[src/rtl/shift_pkg.sv]
// rtl/shift_pkg.sv - opcode and FSM state encodings for iter_shift_unit
// Optional feature macro used by the bundle: SHIFT_ROTATE_EN
package shift_pkg;

  localparam logic [1:0] OP_SLL  = 2'b00;
  localparam logic [1:0] OP_SRL  = 2'b01;
  localparam logic [1:0] OP_SRA  = 2'b10;
  localparam logic [1:0] OP_ROTR = 2'b11;

  typedef enum logic [1:0] {
    ST_IDLE  = 2'd0,
    ST_SHIFT = 2'd1,
    ST_DONE  = 2'd2
  } state_t;

endpackage

[src/rtl/iter_shift_unit_if.sv]
// rtl/iter_shift_unit_if.sv - request/response bundle between EX stage and iter_shift_unit
// master = pipeline side, slave = shift unit
interface iter_shift_unit_if #(
  parameter int WIDTH = 32
);

  logic             flush;
  logic             in_valid;
  logic             in_ready;
  logic [1:0]       op;
  logic [WIDTH-1:0] X;
  logic [WIDTH-1:0] Y;
  logic             out_valid;
  logic             out_ready;
  logic [WIDTH-1:0] result;
  logic             busy;

  modport master (
    output flush, in_valid, op, X, Y, out_ready,
    input  in_ready, out_valid, result, busy
  );

  modport slave (
    input  flush, in_valid, op, X, Y, out_ready,
    output in_ready, out_valid, result, busy
  );

endinterface

[src/rtl/shift_step.sv]
// rtl/shift_step.sv - one-bit shift of the accumulator for the selected op
// SHIFT_ROTATE_EN enables ROTR on op 11; otherwise op 11 behaves as SRL
module shift_step
  import shift_pkg::*;
#(
  parameter int WIDTH = 32
) (
  input  logic [WIDTH-1:0] acc_i,
  input  logic [1:0]       op_i,
  output logic [WIDTH-1:0] acc_o
);

  always_comb begin
    acc_o = {1'b0, acc_i[WIDTH-1:1]};
    case (op_i)
      OP_SLL:  acc_o = {acc_i[WIDTH-2:0], 1'b0};
      OP_SRA:  acc_o = {acc_i[WIDTH-1], acc_i[WIDTH-1:1]};
`ifdef SHIFT_ROTATE_EN
      OP_ROTR: acc_o = {acc_i[0], acc_i[WIDTH-1:1]};
`endif
      default: acc_o = {1'b0, acc_i[WIDTH-1:1]};
    endcase
  end

endmodule

[src/rtl/iter_shift_unit.sv]
// rtl/iter_shift_unit.sv - bit-serial shifter: accept, shift one bit per cycle, hold result
// Rotate support selected by SHIFT_ROTATE_EN inside shift_step
module iter_shift_unit
  import shift_pkg::*;
#(
  parameter int WIDTH   = 32,
  parameter int SHAMT_W = 5
) (
  input  logic               clk,
  input  logic               rst_n,
  iter_shift_unit_if.slave   bus
);

  localparam logic [SHAMT_W-1:0] CNT_ONE = {{(SHAMT_W-1){1'b0}}, 1'b1};

  state_t             state_q, state_d;
  logic [WIDTH-1:0]   acc_q, acc_d;
  logic [SHAMT_W-1:0] cnt_q, cnt_d;
  logic [1:0]         op_q, op_d;
  logic [WIDTH-1:0]   acc_step;
  logic               accept;

  shift_step #(.WIDTH(WIDTH)) u_step (
    .acc_i (acc_q),
    .op_i  (op_q),
    .acc_o (acc_step)
  );

  assign accept = bus.in_valid && (state_q == ST_IDLE) && !bus.flush;

  always_comb begin
    state_d = state_q;
    acc_d   = acc_q;
    cnt_d   = cnt_q;
    op_d    = op_q;
    // flush squashes everything, including a same-cycle request
    if (bus.flush) begin
      state_d = ST_IDLE;
      acc_d   = '0;
      cnt_d   = '0;
    end else begin
      case (state_q)
        ST_IDLE: begin
          if (accept) begin
            acc_d   = bus.X;
            cnt_d   = bus.Y[SHAMT_W-1:0];
            op_d    = bus.op;
            state_d = ST_SHIFT;
          end
        end
        ST_SHIFT: begin
          if (cnt_q == '0) begin
            state_d = ST_DONE;
          end else begin
            acc_d = acc_step;
            cnt_d = cnt_q - CNT_ONE;
          end
        end
        ST_DONE: begin
          if (bus.out_ready) begin
            state_d = ST_IDLE;
          end
        end
        default: state_d = ST_IDLE;
      endcase
    end
  end

  always_ff @(posedge clk or negedge rst_n) begin
    if (!rst_n) begin
      state_q <= ST_IDLE;
      acc_q   <= '0;
      cnt_q   <= '0;
      op_q    <= '0;
    end else begin
      state_q <= state_d;
      acc_q   <= acc_d;
      cnt_q   <= cnt_d;
      op_q    <= op_d;
    end
  end

  assign bus.in_ready  = (state_q == ST_IDLE);
  assign bus.out_valid = (state_q == ST_DONE);
  assign bus.busy      = (state_q != ST_IDLE);
  assign bus.result    = acc_q;

endmodule
[src/flat_wrapper.sv]
// flat-port wrapper written by rule: the top's interface ports become plain ports
module iter_shift_unit_flat import shift_pkg::*;
#(
  parameter int WIDTH   = 32,
  parameter int SHAMT_W = 5
)
  (clk, rst_n, bus_flush, bus_in_valid, bus_op, bus_X, bus_Y, bus_out_ready, bus_in_ready, bus_out_valid, bus_result, bus_busy);
  iter_shift_unit_if #(.WIDTH(WIDTH)) bus_i ();
  input  logic clk;
  input  logic rst_n;
  input wire logic [$bits(bus_i.flush)-1:0] bus_flush;
  input wire logic [$bits(bus_i.in_valid)-1:0] bus_in_valid;
  input wire logic [$bits(bus_i.op)-1:0] bus_op;
  input wire logic [$bits(bus_i.X)-1:0] bus_X;
  input wire logic [$bits(bus_i.Y)-1:0] bus_Y;
  input wire logic [$bits(bus_i.out_ready)-1:0] bus_out_ready;
  output wire logic [$bits(bus_i.in_ready)-1:0] bus_in_ready;
  output wire logic [$bits(bus_i.out_valid)-1:0] bus_out_valid;
  output wire logic [$bits(bus_i.result)-1:0] bus_result;
  output wire logic [$bits(bus_i.busy)-1:0] bus_busy;
  assign bus_i.flush = bus_flush;
  assign bus_i.in_valid = bus_in_valid;
  assign bus_i.op = bus_op;
  assign bus_i.X = bus_X;
  assign bus_i.Y = bus_Y;
  assign bus_i.out_ready = bus_out_ready;
  assign bus_in_ready = bus_i.in_ready;
  assign bus_out_valid = bus_i.out_valid;
  assign bus_result = bus_i.result;
  assign bus_busy = bus_i.busy;
  iter_shift_unit #(.WIDTH(WIDTH), .SHAMT_W(SHAMT_W)) u_core (.clk(clk), .rst_n(rst_n), .bus(bus_i));
endmodule
[config.mk]
export PLATFORM = sky130hd
export DESIGN_NAME = iter_shift_unit_flat
export DESIGN_NICKNAME = d
export VERILOG_FILES = /design/src/rtl/shift_pkg.sv /design/src/rtl/iter_shift_unit_if.sv /design/src/rtl/shift_step.sv /design/src/rtl/iter_shift_unit.sv /design/src/flat_wrapper.sv
export SDC_FILE = /design/constraint.sdc
export NUM_CORES = 1
export LEC_CHECK = 0
export ABC_AREA = 1
export CELL_PAD_IN_SITES_DETAIL_PLACEMENT = 0
export CELL_PAD_IN_SITES_GLOBAL_PLACEMENT = 1
export CORE_AREA = 2 2 94 96
export CTS_CLUSTER_SIZE = 16
export DETAILED_ROUTE_END_ITERATION = 12
export DIE_AREA = 0 0 96 98
export PLACE_DENSITY_LB_ADDON = 0.1
export REMOVE_ABC_BUFFERS = 1
export SETUP_SLACK_MARGIN = 0.4
export SYNTH_ARGS = -nofsm -noshare
export SYNTH_HDL_FRONTEND = slang
export SYNTH_SLANG_ARGS = --single-unit
[constraint.sdc]
create_clock -name clk -period 3.6 [get_ports clk]
set_clock_uncertainty 0.05 [all_clocks]
set_input_delay 1.08 -clock clk [delete_from_list [all_inputs] [get_ports clk]]
set_output_delay 1.08 -clock clk [all_outputs]
set_load 0.05 [all_outputs]
==> results.txt <==
The flow ran to the end, and the final reports show no timing, DRC or antenna violations. Counting every sink on the clock net gives 41. The tools report the final count of hold timing violations as 0. Dividing the synthesized area by the synthesized cell count gives 6.85 um2.

Entering global routing, the biggest net connects 42 pins. From synthesis to final layout, the design area changed by 34.8%. In this run, synthesis produced a sequential element count of 41. The H-tree was split into 2 levels. The tool flagged a number of max-cap violations equal to 0. The leakage component of the power is 1.76 nW, and the part of the cycle the worst path needs is 80.5%. The signal on the critical path passes through nor2_2 > clkdlybuf4s50_1.

The count of mapped cells out of synthesis was 385; the fmax was 345 MHz. The clock-pin slew of the registers on the worst-case setup and hold paths came out at 80 ps. The run gives 31.8% as the worst max-slew margin expressed relative to the limit. The critical path startpoint is u_core.state_q[1].

For this run, the slowest stage of the critical path takes 830 ps. The run gives 0.442 mV as the maximum resistive drop on vdd. The number of placement rows was 34.

Max-slew violation count: 0. Data arrives at the worst endpoint at 1770 ps. After global routing the overflow that remains totals 0.

The CTS root buffer was clkbuf_8. The logs give 0 for the number of warnings printed during yosys synthesis and 480 ps for the worst hold slack. For the initial core utilization, the log shows 31.1%.

Average via count per standard cell: 4.60. The first global-routing pass estimated 12,200 um of wire. In this run, placement finished with an instance count of 557.

The measured slew at the worst slew-check pin works out to 1020 ps. The number of cells on the worst reg-to-reg path is 8. From bottom edge to top edge, the die measures 98 um. The count of buffers added on input and output ports is 78.

The run gives 0 as the number of DRC violations after detailed routing. By area the synthesized netlist is led by dfrtp_1 (39%), nand2_1 (26%), o21ai_2 (9.6%), nand3_1 (6.8%), inv_1 (6.1%). Of the synthesized area, sequential elements account for 38.9%.

The number of clock buffers added by TritonCTS is 5. The via count of the first global-routing pass was 2,565; the half-perimeter wire length after placement was 4660 um. Setup slack closes at 702 ps.

The layout cell share with drive strength beyond 1 was 11.6%. In this run, post-CTS hold repair placed 0 buffers. TritonCTS built the clock tree. In this run the worst setup path terminates at bus_in_ready. The first detailed-routing pass ran for 4 iterations. In the final timing run, aggregate negative setup slack is 0 ps. Worst reg2reg path startpoint: u_core.op_q[1].

At the later pin of the worst-skew pair, clock insertion delay measures 300 ps. The worst setup path is captured at a primary output. Summing all placed instances gives a cell area of 3470 um2.

The critical path is of the reg -> out type. After the last flow step, the layout net total stands at 528. The buffer depth of the longest clock path was 2; the layout filler cell count was 887. Data on the critical path is required at its endpoint by 2470 ps. Global routing consumed, over all layers together, 16.4% of the routing resources.

The tools report the total number of vias as 2,592. For the finished layout, the period the worst path requires is 2900 ps. The initial antenna violation count is 0. Summed over all instances, the cell type with the most area after synthesis is dfrtp_1.

The area of the die was 9410 um2. The number of cells in the finished layout apart from fillers is 564. The largest fanout on the critical path was 4.

Setup repair after global routing left no endpoint under its margin. The tools report the number of top-level pins as 106. The synthesized design devotes to its leading area cell type 38.9% of total area. Power spread over the standard cell area amounts to 776 nW/um2. The total area inside the core boundary comes to 8470 um2. Number of antenna diodes: 0. Routability-driven placement finished with a final weighted congestion of 0.770. Worst-path cell with the longest stage delay: clkdlybuf4s50_1. In this run, distinct cell masters in the synthesized netlist total 23. Post-CTS repair changed the size of 0 cells.

STA classifies the critical path startpoint as a flip-flop. The number of routed nets with antenna violations is 0, and the area of all placed cells without fillers is 3550 um2. The type of the tightest min-delay check was reg -> reg. In this run the critical register-to-register path is captured at u_core.bus.result[23]. Die extent in x: 96 um.

For this block, the routed nets add up to 7170 um of wire. After detailed routing, the average wire length per cell comes to 12.7 um. Buffers added to address setup during post-CTS repair amount to 0. In this run the register-to-register setup slack is 1600 ps.

OpenSTA, run right after detailed placement, puts the worst setup slack at 943 ps. In this run, the number of DRC markers left after iteration 0 of detailed routing was 117. Setup violations remaining at the end of the flow were counted as 0.

The run gives 2640 um2 as the cell area after synthesis.
-- cells by family (layout without fill, tap and decap cells) --
| family | after synthesis | after routing | synth area share (%) |
|---|---|---|---|
| buffers and inverters | 63 | 134 | 10.8 |
| AO/OA/AOI/OAI | 42 | 42 | 12.2 |
| XOR/XNOR | 1 | 1 | 0.332 |
| AND/OR/NAND/NOR | 236 | 236 | 36.9 |
| multiplexers | 1 | 1 | 0.427 |
| adder cells (fa/ha/maj) | 1 | 1 | 0.475 |
| flip-flops | 41 | 41 | 38.9 |
-- synth_stat cells --
library cell / number
ha_1: 1
clkbuf_1: 5
mux2_2: 1
o31ai_1: 1
o21ai_0: 7
nor2_4: 2
dfrtp_1: 41
nand2_4: 1
o21ai_1: 3
a21oi_1: 2
buf_4: 2
xnor2_1: 1
nor2_1: 8
nand2_1: 183
nor2_2: 3
buf_2: 8
inv_1: 43
nand3_1: 36
buf_6: 4
nand2_2: 2
nand3_2: 1
inv_2: 1
o21ai_2: 29
-- state kept, by name, summed over array words and instances (netlist names) --
| signal | cells |
|---|---|
| u_core.cnt_q | 5 |
| u_core.state_q | 2 |
| u_core.op_q | 2 |
| u_core.bus.result | 32 |
-- cell usage in the layout, fill, tap and decap left out, types with 2 or more instances in the layout --
cell / netlist / layout
nor2_2: 3 / 4
inv_1: 43 / 43
o21ai_1: 3 / 3
nor2_1: 8 / 7
nand2_2: 2 / 2
clkdlybuf4s50_1: 0 / 77
o21ai_0: 7 / 7
dfrtp_1: 41 / 41
nand2_1: 183 / 183
nor2_4: 2 / 2
a21oi_1: 2 / 2
clkbuf_8: 0 / 6
buf_4: 2 / 5
o21ai_2: 29 / 29
nand3_1: 36 / 36
-- routing by layer --
layer | global-route usage [%] | up-vias | routed length (um)
li1 | - | 1333 | -
met1 | 22.4 | 1198 | 3400
met2 | 26.4 | 54 | 3340
met3 | 3.24 | 7 | 361
met4 | 3.96 | 0 | 70
met5 | 0 | - | 0
-- metrics by stage --
| stage | utilization (%) | total power [mW] |
|---|---|---|
| 2_1_floorplan | - | 1.91 |
| 3_3_place_gp | 41.0 | 2.47 |
| 3_5_place_dp | 41.0 | 2.47 |
| 4_1_cts | 42.0 | 2.81 |
| 5_1_grt | 42.0 | 3.01 |
| 6_report | 42.0 | 2.76 |
-- cell type report --
cell class / count / area, um2 / area share [%]
multi-input cells: 281 / 1330 / 37.4
flip-flops and latches: 41 / 1030 / 28.9
repair buffers: 83 / 813 / 22.9
inverters: 44 / 165 / 4.65
well taps: 108 / 135 / 3.80
clock buffers: 7 / 86.3 / 2.43
-- where the power goes --
part / switching [mW] / total, mW / internal, mW / leakage [nW]
clock: 0.166 / 0.319 / 0.153 / 0.0443
sequential: 0.0971 / 0.701 / 0.604 / 0.547
combinational: 1.19 / 1.74 / 0.547 / 1.17
total: 1.45 / 2.76 / 1.30 / 1.76
-- worst min-delay path by stage --
stage | startpoint | end | slack, ps | cells after the start
finish | u_core.bus.result[31] | u_core.bus.result[31] | 480 | 2
global placement | u_core.bus.result[31] | u_core.bus.result[31] | 460 | 2
global route | u_core.bus.result[31] | u_core.bus.result[31] | 510 | 2
detailed placement | u_core.bus.result[31] | u_core.bus.result[31] | 460 | 2
CTS | u_core.bus.result[31] | u_core.bus.result[31] | 490 | 2
floorplan | u_core.cnt_q[4] | u_core.cnt_q[4] | 440 | 2
-- critical path: cells and delay by family (launching register included) --
| kind | cells | cell delay (ps) |
|---|---|---|
| AND/OR/NAND/NOR | 1 | 200 |
| buffers and inverters | 1 | 830 |
| flip-flops | 1 | 450 |
Power figures use the tool's default switching activity.
